`src/rtl/cpu_pkg.sv`:
```
// Shared fetch-stage constants: opcode classes, PC/address mux codes, vectors
// and the IF/ID assembler state encoding.
package cpu_pkg;

  localparam logic [3:0] OP_TWO_BYTE = 4'd12;
  localparam logic [3:0] OP_BRANCH   = 4'd11;

  localparam logic [1:0] PC_SRC_RB_EX = 2'b00;
  localparam logic [1:0] PC_SRC_IMEM  = 2'b01;
  localparam logic [1:0] PC_SRC_RB_D  = 2'b10;
  localparam logic [1:0] PC_SRC_DMEM  = 2'b11;

  localparam logic [1:0] ADDR_SRC_PC      = 2'b00;
  localparam logic [1:0] ADDR_SRC_VEC_RST = 2'b01;
  localparam logic [1:0] ADDR_SRC_VEC_INT = 2'b10;
  localparam logic [1:0] ADDR_SRC_PC_ALT  = 2'b11;

  localparam logic [7:0] VEC_RESET = 8'h00;
  localparam logic [7:0] VEC_INT   = 8'h01;
  localparam logic [7:0] NOP       = 8'h00;

  typedef enum logic {
    A_OP  = 1'b0,
    A_IMM = 1'b1
  } asm_state_e;

endpackage

```
`src/rtl/ifid_assembler.sv`:
```
// Builds complete IF/ID entries from the fetched byte stream; also captures the
// interrupt return address, rewinding to the opcode of a half-fetched instruction.
module ifid_assembler
  import cpu_pkg::*;
#(
  parameter int ADDR_W = 8,
  parameter int DATA_W = 8
) (
  input  logic              clk,
  input  logic              reset,
  input  logic              i_stall,
  input  logic              i_flush,
  input  logic              i_sf1,
  input  logic [DATA_W-1:0] i_byte,
  input  logic [ADDR_W-1:0] i_addr,
  input  logic [ADDR_W-1:0] i_pc,
  output asm_state_e        o_state,
  output logic [DATA_W-1:0] o_instr,
  output logic [DATA_W-1:0] o_imm,
  output logic [ADDR_W-1:0] o_pc_next,
  output logic              o_valid,
  output logic [ADDR_W-1:0] o_ret_pc,
  output logic              o_ret_valid
);

  asm_state_e        r_state, w_state_nx;
  logic [DATA_W-1:0] r_first_byte, w_first_byte_nx;
  logic [ADDR_W-1:0] r_first_addr, w_first_addr_nx;
  logic [DATA_W-1:0] r_instr, w_instr_nx, r_imm, w_imm_nx;
  logic [ADDR_W-1:0] r_pc_next, w_pc_next_nx;
  logic              r_valid, w_valid_nx;
  logic [ADDR_W-1:0] r_ret_pc, w_ret_pc_nx;
  logic              r_ret_valid, w_ret_valid_nx;
  logic [ADDR_W-1:0] w_addr_inc;

  assign w_addr_inc = i_addr + ADDR_W'(1);

  always_comb begin
    w_state_nx      = r_state;
    w_first_byte_nx = r_first_byte;
    w_first_addr_nx = r_first_addr;
    w_instr_nx      = r_instr;
    w_imm_nx        = r_imm;
    w_pc_next_nx    = r_pc_next;
    w_valid_nx      = r_valid;
    w_ret_pc_nx     = r_ret_pc;
    w_ret_valid_nx  = i_sf1;
    if (i_sf1)
      w_ret_pc_nx = (r_state == A_IMM) ? r_first_addr : i_pc;
    // Flush and interrupt entry override stall and drop any held opcode.
    if (i_flush || i_sf1) begin
      w_instr_nx = DATA_W'(NOP);
      w_valid_nx = 1'b0;
      w_state_nx = A_OP;
    end else if (!i_stall) begin
      case (r_state)
        A_OP: begin
          if (i_byte[DATA_W-1 -: 4] == OP_TWO_BYTE) begin
            w_first_byte_nx = i_byte;
            w_first_addr_nx = i_addr;
            w_valid_nx      = 1'b0;
            w_state_nx      = A_IMM;
          end else begin
            w_instr_nx   = i_byte;
            w_imm_nx     = '0;
            w_pc_next_nx = w_addr_inc;
            w_valid_nx   = 1'b1;
          end
        end
        A_IMM: begin
          w_instr_nx   = r_first_byte;
          w_imm_nx     = i_byte;
          w_pc_next_nx = w_addr_inc;
          w_valid_nx   = 1'b1;
          w_state_nx   = A_OP;
        end
        default: w_state_nx = A_OP;
      endcase
    end
  end

  always_ff @(posedge clk or negedge reset) begin
    if (!reset) begin
      r_state      <= A_OP;
      r_first_byte <= '0;
      r_first_addr <= '0;
      r_instr      <= '0;
      r_imm        <= '0;
      r_pc_next    <= '0;
      r_valid      <= 1'b0;
      r_ret_pc     <= '0;
      r_ret_valid  <= 1'b0;
    end else begin
      r_state      <= w_state_nx;
      r_first_byte <= w_first_byte_nx;
      r_first_addr <= w_first_addr_nx;
      r_instr      <= w_instr_nx;
      r_imm        <= w_imm_nx;
      r_pc_next    <= w_pc_next_nx;
      r_valid      <= w_valid_nx;
      r_ret_pc     <= w_ret_pc_nx;
      r_ret_valid  <= w_ret_valid_nx;
    end
  end

  assign o_state     = r_state;
  assign o_instr     = r_instr;
  assign o_imm       = r_imm;
  assign o_pc_next   = r_pc_next;
  assign o_valid     = r_valid;
  assign o_ret_pc    = r_ret_pc;
  assign o_ret_valid = r_ret_valid;

endmodule

```
`src/rtl/fetch_datapath.sv`:
```
// Fetch-stage datapath: program counter, instruction address mux and the IF/ID
// assembler, steered by the fetch control unit.
module fetch_datapath
  import cpu_pkg::*;
#(
  parameter int ADDR_W = 8,
  parameter int DATA_W = 8
) (
  input  logic              clk,
  input  logic              reset,
  input  logic              pc_en,
  input  logic              pc_load,
  input  logic [1:0]        pc_src,
  input  logic [1:0]        addr_src,
  input  logic              stall,
  input  logic              sf1,
  input  logic              flush,
  input  logic [ADDR_W-1:0] rb_ex,
  input  logic [ADDR_W-1:0] rb_d,
  input  logic [DATA_W-1:0] dmem_rdata,
  output logic [ADDR_W-1:0] imem_addr,
  input  logic [DATA_W-1:0] imem_rdata,
  output logic [ADDR_W-1:0] pc,
  output logic [3:0]        fetch_opcode,
  output logic [1:0]        fetch_brx,
  output logic [DATA_W-1:0] ifid_instr,
  output logic [DATA_W-1:0] ifid_imm,
  output logic [ADDR_W-1:0] ifid_pc_next,
  output logic              ifid_valid,
  output logic [ADDR_W-1:0] int_ret_pc,
  output logic              int_ret_valid
);

  logic [ADDR_W-1:0] r_pc;
  logic [ADDR_W-1:0] w_pc_target;
  logic [ADDR_W-1:0] w_imem_addr;
  asm_state_e        w_state;

  always_comb begin
    case (pc_src)
      PC_SRC_RB_EX: w_pc_target = rb_ex;
      PC_SRC_IMEM:  w_pc_target = ADDR_W'(imem_rdata);
      PC_SRC_RB_D:  w_pc_target = rb_d;
      default:      w_pc_target = ADDR_W'(dmem_rdata);
    endcase
  end

  always_comb begin
    case (addr_src)
      ADDR_SRC_VEC_RST: w_imem_addr = ADDR_W'(VEC_RESET);
      ADDR_SRC_VEC_INT: w_imem_addr = ADDR_W'(VEC_INT);
      default:          w_imem_addr = r_pc;
    endcase
  end

  // Stall is not applied here: the control unit holds the PC by dropping pc_en.
  always_ff @(posedge clk or negedge reset) begin
    if (!reset)
      r_pc <= '0;
    else if (pc_en)
      r_pc <= pc_load ? w_pc_target : r_pc + ADDR_W'(1);
  end

  ifid_assembler #(.ADDR_W(ADDR_W), .DATA_W(DATA_W)) u_asm (
    .clk        (clk),
    .reset      (reset),
    .i_stall    (stall),
    .i_flush    (flush),
    .i_sf1      (sf1),
    .i_byte     (imem_rdata),
    .i_addr     (w_imem_addr),
    .i_pc       (r_pc),
    .o_state    (w_state),
    .o_instr    (ifid_instr),
    .o_imm      (ifid_imm),
    .o_pc_next  (ifid_pc_next),
    .o_valid    (ifid_valid),
    .o_ret_pc   (int_ret_pc),
    .o_ret_valid(int_ret_valid)
  );

  // An immediate byte on the bus must not look like an opcode to the control unit.
  assign fetch_opcode = (w_state == A_OP) ? imem_rdata[DATA_W-1 -: 4] : 4'd0;
  assign fetch_brx    = (w_state == A_OP) ? imem_rdata[DATA_W-5 -: 2] : 2'd0;
  assign imem_addr    = w_imem_addr;
  assign pc           = r_pc;

endmodule

```
`config.mk`:
```
export PLATFORM = sky130hd
export DESIGN_NAME = fetch_datapath
export DESIGN_NICKNAME = d
export VERILOG_FILES = /design/src/rtl/cpu_pkg.sv /design/src/rtl/ifid_assembler.sv /design/src/rtl/fetch_datapath.sv
export SDC_FILE = /design/constraint.sdc
export NUM_CORES = 1
export LEC_CHECK = 0
export ABC_CLOCK_PERIOD_IN_PS = 4400
export CAP_MARGIN = 20
export CORE_MARGIN = 2
export CORE_UTILIZATION = 50
export DETAILED_ROUTE_END_ITERATION = 10
export HOLD_SLACK_MARGIN = 0.15
export MAX_ROUTING_LAYER = met4
export PLACE_DENSITY_LB_ADDON = 0.1
export SLEW_MARGIN = 25
export SYNTH_ARGS = -nofsm -noshare
export SYNTH_HDL_FRONTEND = slang
export SYNTH_HIERARCHICAL = 1
export SYNTH_SLANG_ARGS = --single-unit
```
`constraint.sdc`:
```
create_clock -name clk -period 4.4 [get_ports clk]
set_clock_uncertainty 0.1 [all_clocks]
set_input_delay 0.44 -clock clk [delete_from_list [all_inputs] [get_ports clk]]
set_output_delay 0.44 -clock clk [all_outputs]
set_load 0.02 [all_outputs]
```
==> results.py <==
metrics = {
    "logic_synthesis": {
        "yosys_warnings": 6,
        "synth_edf_count": 0,
        "yosysSeqAreaShare_pct": 49.0,
        "syn_inst": 260,
        "ys_types": 43,
        "avgSynthCellArea_um2": 11.6,
        "syn_area_um2": 3010,
        "syn-num-nets": 306,
        "ys_seq_elements": 59,
        "yosysTopAreaCell": "dfrtp_1",
        "synthArstFlopShare_pct": 100,
        "synth.most_common_cell": "dfrtp_1",
        "yosys-top-cells-count": "59 x dfrtp_1, 23 x nor2_1, 19 x nand2_1",
        "synthTopCellsByArea": "dfrtp_1 49%, mux4_1 6.1%, mux2i_1 5.0%, mux2_2 3.0%, mux2_4 3.0%",
        "yosysTopAreaCellShare_pct": 49.0,
        "synth_flop_cell": "dfrtp_1",
    },
    "routing": {
        "via_per_inst": 5.61,
        "routed_wl_um": 7540,
        "wl_per_cell_um": 17.2,
        "drc": 0,
        "ant_nets": 0,
        "first_pass_iters": 4,
        "first_iter_violations": 124,
        "vias": 2451,
    },
    "placement": {
        "hpwl_um": 5380,
        "gp_routability_congestion": 0.814,
        "dp_slack_ns": 1.55,
        "port_buffers": 98,
    },
    "sta": {
        "final-setup-viol-count": 0,
        "slew_headroom_pct": 33.0,
        "post-route-period-util_pct": 64.8,
        "hold_viol": 0,
        "finalCriticalPeriod_ns": 2.85,
        "setup_slack_ns": 1.55,
        "rsz0062_at_grt": "no",
        "timing.fmax_mhz": 351,
        "tns_ns": 0,
        "worst_slew_pin_slew_ns": 1.01,
        "drv_slew": 0,
    },
    "final_layout": {
        "nNetsFinal": 403,
        "num_antenna_cells": 0,
        "area_growth_pct": 40.4,
        "drive_gt1_share_pct": 11.3,
    },
    "power_and_ir_drop": {
        "p_leak_nw": 1.80,
        "total_power_mw": 1.67,
        "cellPowerDensity_nw_per_um2": 396,
        "ir_worst_vdd_v": 0.000223,
    },
    "worst_setup_path": {
        "start_kind": "input port",
        "crit_family": "buffers and inverters",
        "critPathArrivalTime_ns": 2.31,
        "critical_path_class": "input port to output pin",
        "worstPathMaxFanout": 8,
        "cpPeakStageDelay_ns": 0.55,
        "worstPathRequired_ns": 3.86,
        "rr_endpoint": "u_asm/o_instr[4]",
        "critPathBufInv": 3,
        "cpMaxStageDelayCell": "clkdlybuf4s50_1",
        "critPathCaptureType": "output pin",
        "cp_common_cell": "clkdlybuf4s50_1",
        "worstReg2RegStart": "u_asm/o_state",
        "r2r_cells": 5,
        "path_cells": "clkdlybuf4s50_1, inv_1, ha_1, mux2_2, clkdlybuf4s50_1",
        "rrSetupSlack_ns": 2.14,
    },
    "cts": {
        "cts.sinks": 59,
        "htree_levels": 3,
        "numCtsBuffers": 9,
        "root_buffer": "clkbuf_8",
        "cts_setup_buffers": 0,
        "path_clk_slew_ns": 0.07,
        "cts_tree": "yes",
        "clk_latency_ns": 0.34,
        "post_cts_resized": 0,
        "cts.path.max_buffers": 2,
        "hold_buffers": 0,
    },
    "die": {
        "placementRows": 28,
        "ios": 99,
        "core_um2": 5890,
        "die_area_um2": 6660,
        "start_util_pct": 51.1,
        "die_width_um": 81.6,
        "dieHeight_um": 81.6,
    },
    "grt": {
        "grt_pass1_wl_um": 12000,
        "first_global_vias": 2408,
        "grt.total_usage_pct": 25.2,
        "grt-ovfl-total": 0,
        "grt_antenna_before_repair": 0,
        "grt_max_degree": 60,
    },
    "worst_hold_path": {
        "hold_path.class": "input port to asynchronous set/reset pin",
    },
    "job": {
        "drv_cap": 0,
    },
    "status": {
        "status": "finished clean",
    },
}
cell families (layout without fill, tap and decap cells):
kind of cell / count (synthesis) / count (layout) / synth area share, %
flip-flops: 59 / 59 / 49.0
AND/OR/NAND/NOR: 89 / 89 / 15.8
adder cells (fa/ha/maj): 3 / 3 / 1.25
XOR/XNOR: 6 / 6 / 1.75
AO/OA/AOI/OAI: 49 / 49 / 10.9
buffers and inverters: 17 / 119 / 3.49
multiplexers: 37 / 37 / 17.8
cell usage in the layout, fill, tap and decap left out, types with 4 or more instances in the layout:
cell type / count
clkdlybuf4s50_1: 97
dfrtp_1: 59
nor2_1: 23
nand2_1: 19
mux2i_1: 15
a21oi_1: 15
and2_1: 11
clkbuf_8: 10
o21ai_0: 9
nand3_1: 9
nor2b_1: 8
mux2_2: 8
a211oi_1: 8
mux4_1: 7
mux2_4: 6
xor2_1: 5
a22o_1: 5
and3_1: 4
a311oi_1: 4
sequential cells by signal, indices dropped and copies added, names as in the netlist:
signal,cells
u_asm/r_first_addr,8
u_asm/o_pc_next,8
u_asm/o_ret_pc,8
u_asm/o_imm,8
u_asm/o_instr,8
pc,8
u_asm/r_first_byte,8
u_asm/o_valid,1
u_asm/o_ret_valid,1
u_asm/o_state,1
per-stage QoR:
step / std cells / area [um^2] / utilization [%] / hold slack, ns
floorplan: 260 / 3010 / - / 0.0444
global placement: 421 / 4000 / 68.0 / 0.350
detailed placement: 421 / 4000 / 68.0 / 0.354
CTS: 437 / 4230 / 71.8 / 0.161
global route: 437 / 4230 / 71.8 / 0.223
finish: 437 / 4230 / 71.8 / 0.141
worst register-to-register path, delay by kind of cell (launching register included):
| kind | cells | cell delay (ns) |
|---|---|---|
| buffers and inverters | 1 | 0.39 |
| DFF | 1 | 0.36 |
| AOI/OAI and AO/OA | 2 | 1.08 |
| and+or+nand+nor | 2 | 0.24 |
cell type report:
type / instances / area, um^2
fill: 443 / 1660
sequential: 59 / 1480
multi-input combinational: 184 / 1430
timing repair buffer: 100 / 991
clock buffer: 10 / 138
tap: 75 / 93.8
clock inverter: 6 / 88.8
inverter: 3 / 11.3
worst max-delay path by stage:
stage	from	to	slack [ns]	depth (start not counted)
floorplan	addr_src[0]	u_asm/o_pc_next[4]	2.39	7
global route	addr_src[0]	imem_addr[0]	1.45	5
CTS	addr_src[0]	imem_addr[0]	1.55	5
global placement	addr_src[0]	imem_addr[0]	1.58	5
detailed placement	addr_src[0]	imem_addr[0]	1.55	5
finish	addr_src[0]	imem_addr[0]	1.55	5
power breakdown:
group	leakage [nW]	internal, mW	total, mW	switching [mW]
registers	0.755	0.610	0.672	0.0618
logic	0.940	0.227	0.447	0.220
clock network	0.108	0.334	0.554	0.220
routing by layer:
layer / up-vias / share of wire (%) / track usage (%)
li1: 1150 / - / -
met4: 0 / 1.3 / 8.50
met1: 1192 / 44 / 31.0
met5: - / 0 / -
met2: 98 / 49 / 41.1
met3: 11 / 5.8 / 6.15
Note: power is estimated with default switching activity, not from simulation.
==> variant 1 (same settings) <==
Reset style: synchronous (`reset`), changed in 2 clocked blocks.
--- a/src/rtl/ifid_assembler.sv
+++ b/src/rtl/ifid_assembler.sv
@@ -81,3 +81,3 @@
 
-  always_ff @(posedge clk or negedge reset) begin
+  always_ff @(posedge clk) begin
     if (!reset) begin
--- a/src/rtl/fetch_datapath.sv
+++ b/src/rtl/fetch_datapath.sv
@@ -56,3 +56,3 @@
   // Stall is not applied here: the control unit holds the PC by dropping pc_en.
-  always_ff @(posedge clk or negedge reset) begin
+  always_ff @(posedge clk) begin
     if (!reset)
Check against the original RTL: differs if reset is asserted again (counterexample within 4 cycles, from zero or initial values and one cycle with reset low); with reset held inactive, the same outputs for 10 cycles.
==> variant 1 against the original RTL <==
Design area shrank 3.7%. Routed wire length grew 4.1%. Setup slack better by 2.1 ps. Global-route usage up 1.4 points. Area after synthesis decreased by 5.3%. Register-to-register slack improved by 170 ps. Sequential cell count did not move.
Power is not compared: it rests on default switching activity, and its combinational part moved more than twofold at a synthesized area within 25%.
==> variant 1: results (changes against the original RTL) <==
grt_usage_pct: 26.67  # +1.4 points
met3_wirelength_um: 444  # +2.3%
p_total_mw: 1.342
wl_met1_um: 3501  # +6.6%
grt_pass1_vias: 2457  # +2.0%
antenna-diode-count: 0  # unchanged
firstDrtPassIters: 4  # unchanged
cts.repair.resized: 0  # unchanged
hold_class: "reg -> reg"
portBuffers: 98  # unchanged
cts_max_level: 3  # unchanged
gp_congestion: 0.8136  # about the same
dr_wl_met2_um: 3828  # +2.9%
run_status: "completed"
syn_nets: 349  # +14%
post-dp-hpwl_um: 5503  # +2.3%
nets: 440  # +9.2%
drtIter0Drc: 144  # +16%
cts_buffers: 9  # unchanged
power_frac_comb_pct: 15.8
peakVddDrop_mv: 0.1994
grt_pass1_wl_um: 12390  # +3.6%
grt_busiest_layer: "met2"
ys_seq_area_share_pct: 41.42  # -7.6 points
drive_gt1_share_pct: 7.018  # -4.3 points
grt_use_met1_pct: 33.33  # +2.3 points
grtUsageMet2_pct: 42.02  # +0.87 points
slew_headroom_pct: 37.71  # +4.8 points
r2r_slack_ps: 2310  # +170 ps
swShare_pct: 26.16
fill_cells: 416  # -6.1%
clockBufferDepth: 2  # unchanged
hold_slack_ps: 355.5  # +214.8 ps
vias_per_cell: 5.597  # -0.22%
cts_root_buffer: "clkbuf_8"
pwr-share-seq_pct: 42.1
cts_setup_buffers: 0  # unchanged
use_met3_pct: 7.353  # +1.2 points
synthArstFlopShare_pct: 0  # -100 points
critPathArrivalTime_ps: 2310  # about the same
antenna_found_initial: 0  # unchanged
routed.top_layer: "met4"
synthTopCellsByArea: "dfxtp_1 (41%), mux2i_1 (10%), mux4_1 (6.5%)"
path_max_fanout: 8  # unchanged
clock_latency_ps: 350
p_leak_nw: 1.408
synth.distinct_cells: 42  # -2.3%
ys_warn_count: 6  # unchanged
grt_max_degree: 39  # -35%
clk_pin_slew_ps: 70  # about the same
synth.top_cells.by_count: "dfxtp_1 (59), nor2_1 (42), mux2i_1 (29)"
wire_per_inst_um: 16.66  # -3.4%
==> variant 1: cell count changes after synthesis, sizes merged, moves of 4 or more <==
cell    change
dfrtp      -59
dfxtp      +59
nor2       +19
mux2i      +14
mux2       -13
a211oi     +12
nand3       +6
a22o        -5
a21oi       +4
==> variant 1: cell type report <==
type / count / area share (%)
Tap cell: 72 / 2.213
Timing Repair Buffer: 100 / 24.47
Multi-Input combinational cell: 220 / 38.33
Clock inverter: 6 / 2.183
Inverter: 4 / 0.3689
Clock buffer: 10 / 3.381
Sequential cell: 59 / 29.05
==> variant 1: kinds of logic (layout without fill, tap and decap cells) <==
group	Yosys count	in the layout	share of synthesized area [%]
AND/OR/NAND/NOR	111	111	19.70
AO/OA/AOI/OAI	62	62	13.78
flip-flops	59	59	41.42
multiplexers	38	38	17.81
buffers and inverters	24	120	4.124
XOR/XNOR	6	6	1.843
adder cells (fa/ha/maj)	3	3	1.317
==> variant 1: final timing paths <==
kind                       start  cells past startpoint                to
setup / recovery     addr_src[0]                      5      imem_addr[0]
hold / removal    u_asm/o_imm[4]                      2    u_asm/o_imm[4]
setup reg to reg   u_asm/o_state                      4  u_asm/o_instr[2]
hold reg to reg   u_asm/o_imm[4]                      2    u_asm/o_imm[4]
==> variant 1: stage by stage <==
stage | instances | utilization [%] | area (sq um) | worst slack [ps]
2_1_floorplan | 303 | - | 2851 | 2356
3_3_place_gp | 455 | 69.64 | 3835 | 1444
3_5_place_dp | 455 | 69.64 | 3835 | 1386
4_1_cts | 471 | 73.76 | 4061 | 1485
5_1_grt | 471 | 73.91 | 4070 | 1470
6_report | 471 | 73.91 | 4070 | 1553
==> variant 1: worst max-delay path, cell delays in order <==
cell	delay, ps
clkdlybuf4s50_1	470
inv_1	50
ha_1	370
mux2_2	420
clkdlybuf4s50_1	550
==> variant 2 (same settings) <==
Made on the original files. `ADDR_W` is set to 8 in 2 places; all go to 7.
--- a/src/rtl/ifid_assembler.sv
+++ b/src/rtl/ifid_assembler.sv
@@ -5,3 +5,3 @@
 #(
-  parameter int ADDR_W = 8,
+  parameter int ADDR_W = 7,
   parameter int DATA_W = 8
--- a/src/rtl/fetch_datapath.sv
+++ b/src/rtl/fetch_datapath.sv
@@ -5,3 +5,3 @@
 #(
-  parameter int ADDR_W = 8,
+  parameter int ADDR_W = 7,
   parameter int DATA_W = 8
Interface: changed (6 resized); port bits go from 99 to 93. No check against the original RTL was run, so the function may have changed too.
==> variant 2 against the original RTL <==
Global-route usage down 0.99 points. Area after synthesis down 8.1%. Critical endpoint unchanged. Sequential cell count is 4 lower. Synthesized cell count is 3.5% lower. Design area shrank 11%. Setup slack improved by 54 ps. Total power decreased by 21%. Count of clock-buffer cells in the layout decreased by 3. Sequential power down 7.4%. Die area fell by 7.8%. Routed wire length fell by 11%. Utilization is 2.6 points lower.
==> variant 2: results (changes against the original RTL) <==
place_ws_ps: 1597  # +51.21 ps
gp_congestion: 0.8683  # +6.7%
run_status: "completed"
critPathArrivalTime_ps: 2250  # -60 ps
hold_slack_ps: 147.0  # +6.292 ps
rr_worst_depth: 4  # -1
cts_buffers: 5  # -4
power.density_mw_per_mm2: 349.1  # -12%
clk_pin_slew_ps: 100  # +30 ps
fin_cells: 410  # -6.2%
synth.distinct_cells: 41  # -4.7%
drtIter0Drc: 125  # +0.81%
synthTopCellsByArea: "dfrtp_1 (50%), mux4_2 (5.7%), mux2i_1 (5.4%)"
place_inst: 402  # -4.5%
worstMarginPinSlew_ps: 689.7  # -316.1 ps
wire_per_inst_um: 16.36  # -5.2%
grt_pass1_vias: 2228  # -7.5%
portBuffers: 91  # -7.1%
syn_nets: 295  # -3.6%
ys_seq_area_share_pct: 49.77  # +0.73 points
grt_pass1_wl_um: 11130  # -6.9%
clock_latency_ps: 310  # -30 ps
vias_per_cell: 5.361  # -4.4%
cts_max_level: 2  # -1
peakVddDrop_mv: 0.1905  # -15%
synth.top_cells.by_count: "dfrtp_1 (55), nand2_1 (27), nor2_1 (19)"
path_max_fanout: 7  # -1
pwr-share-seq_pct: 47.3  # +7.1 points
drive_gt1_share_pct: 11.24  # -0.083 points
grt_usage_pct: 24.25  # -0.99 points
syn-instance-count: 251  # -3.5%
r2r-end: "u_asm/r_first_addr[0]"
[variant 2: cell count changes after synthesis, sizes merged, moves of 3 or more]
cell,change
xor2,-3
a311oi,-4
nor2,-4
dfrtp,-4
o21ai,+5
nand2,+8
and2,-3
a22o,-5
[variant 2: layer usage]
metal	track usage, %	wire (um)
met1	31.69	2889
met2	39.91	3479
met3	4.138	268
met4	6.140	68
met5	-	0
[variant 2: logic make-up after synthesis]
kind of cell / count (synthesis) / synth area share (%)
flip-flops: 55 / 49.77
AND/OR/NAND/NOR: 87 / 16.20
AO/OA/AOI/OAI: 48 / 10.68
XOR/XNOR: 5 / 1.584
buffers and inverters: 18 / 3.981
multiplexers: 35 / 16.43
adder cells (fa/ha/maj): 3 / 1.358
[variant 2: final cells by class]
cell class,count,area share [%]
Clock buffer,7,2.027
Clock inverter,1,0.1329
Inverter,4,0.3987
Multi-Input combinational cell,178,34.05
Sequential cell,55,36.54
Tap cell,72,2.392
Timing Repair Buffer,93,24.45
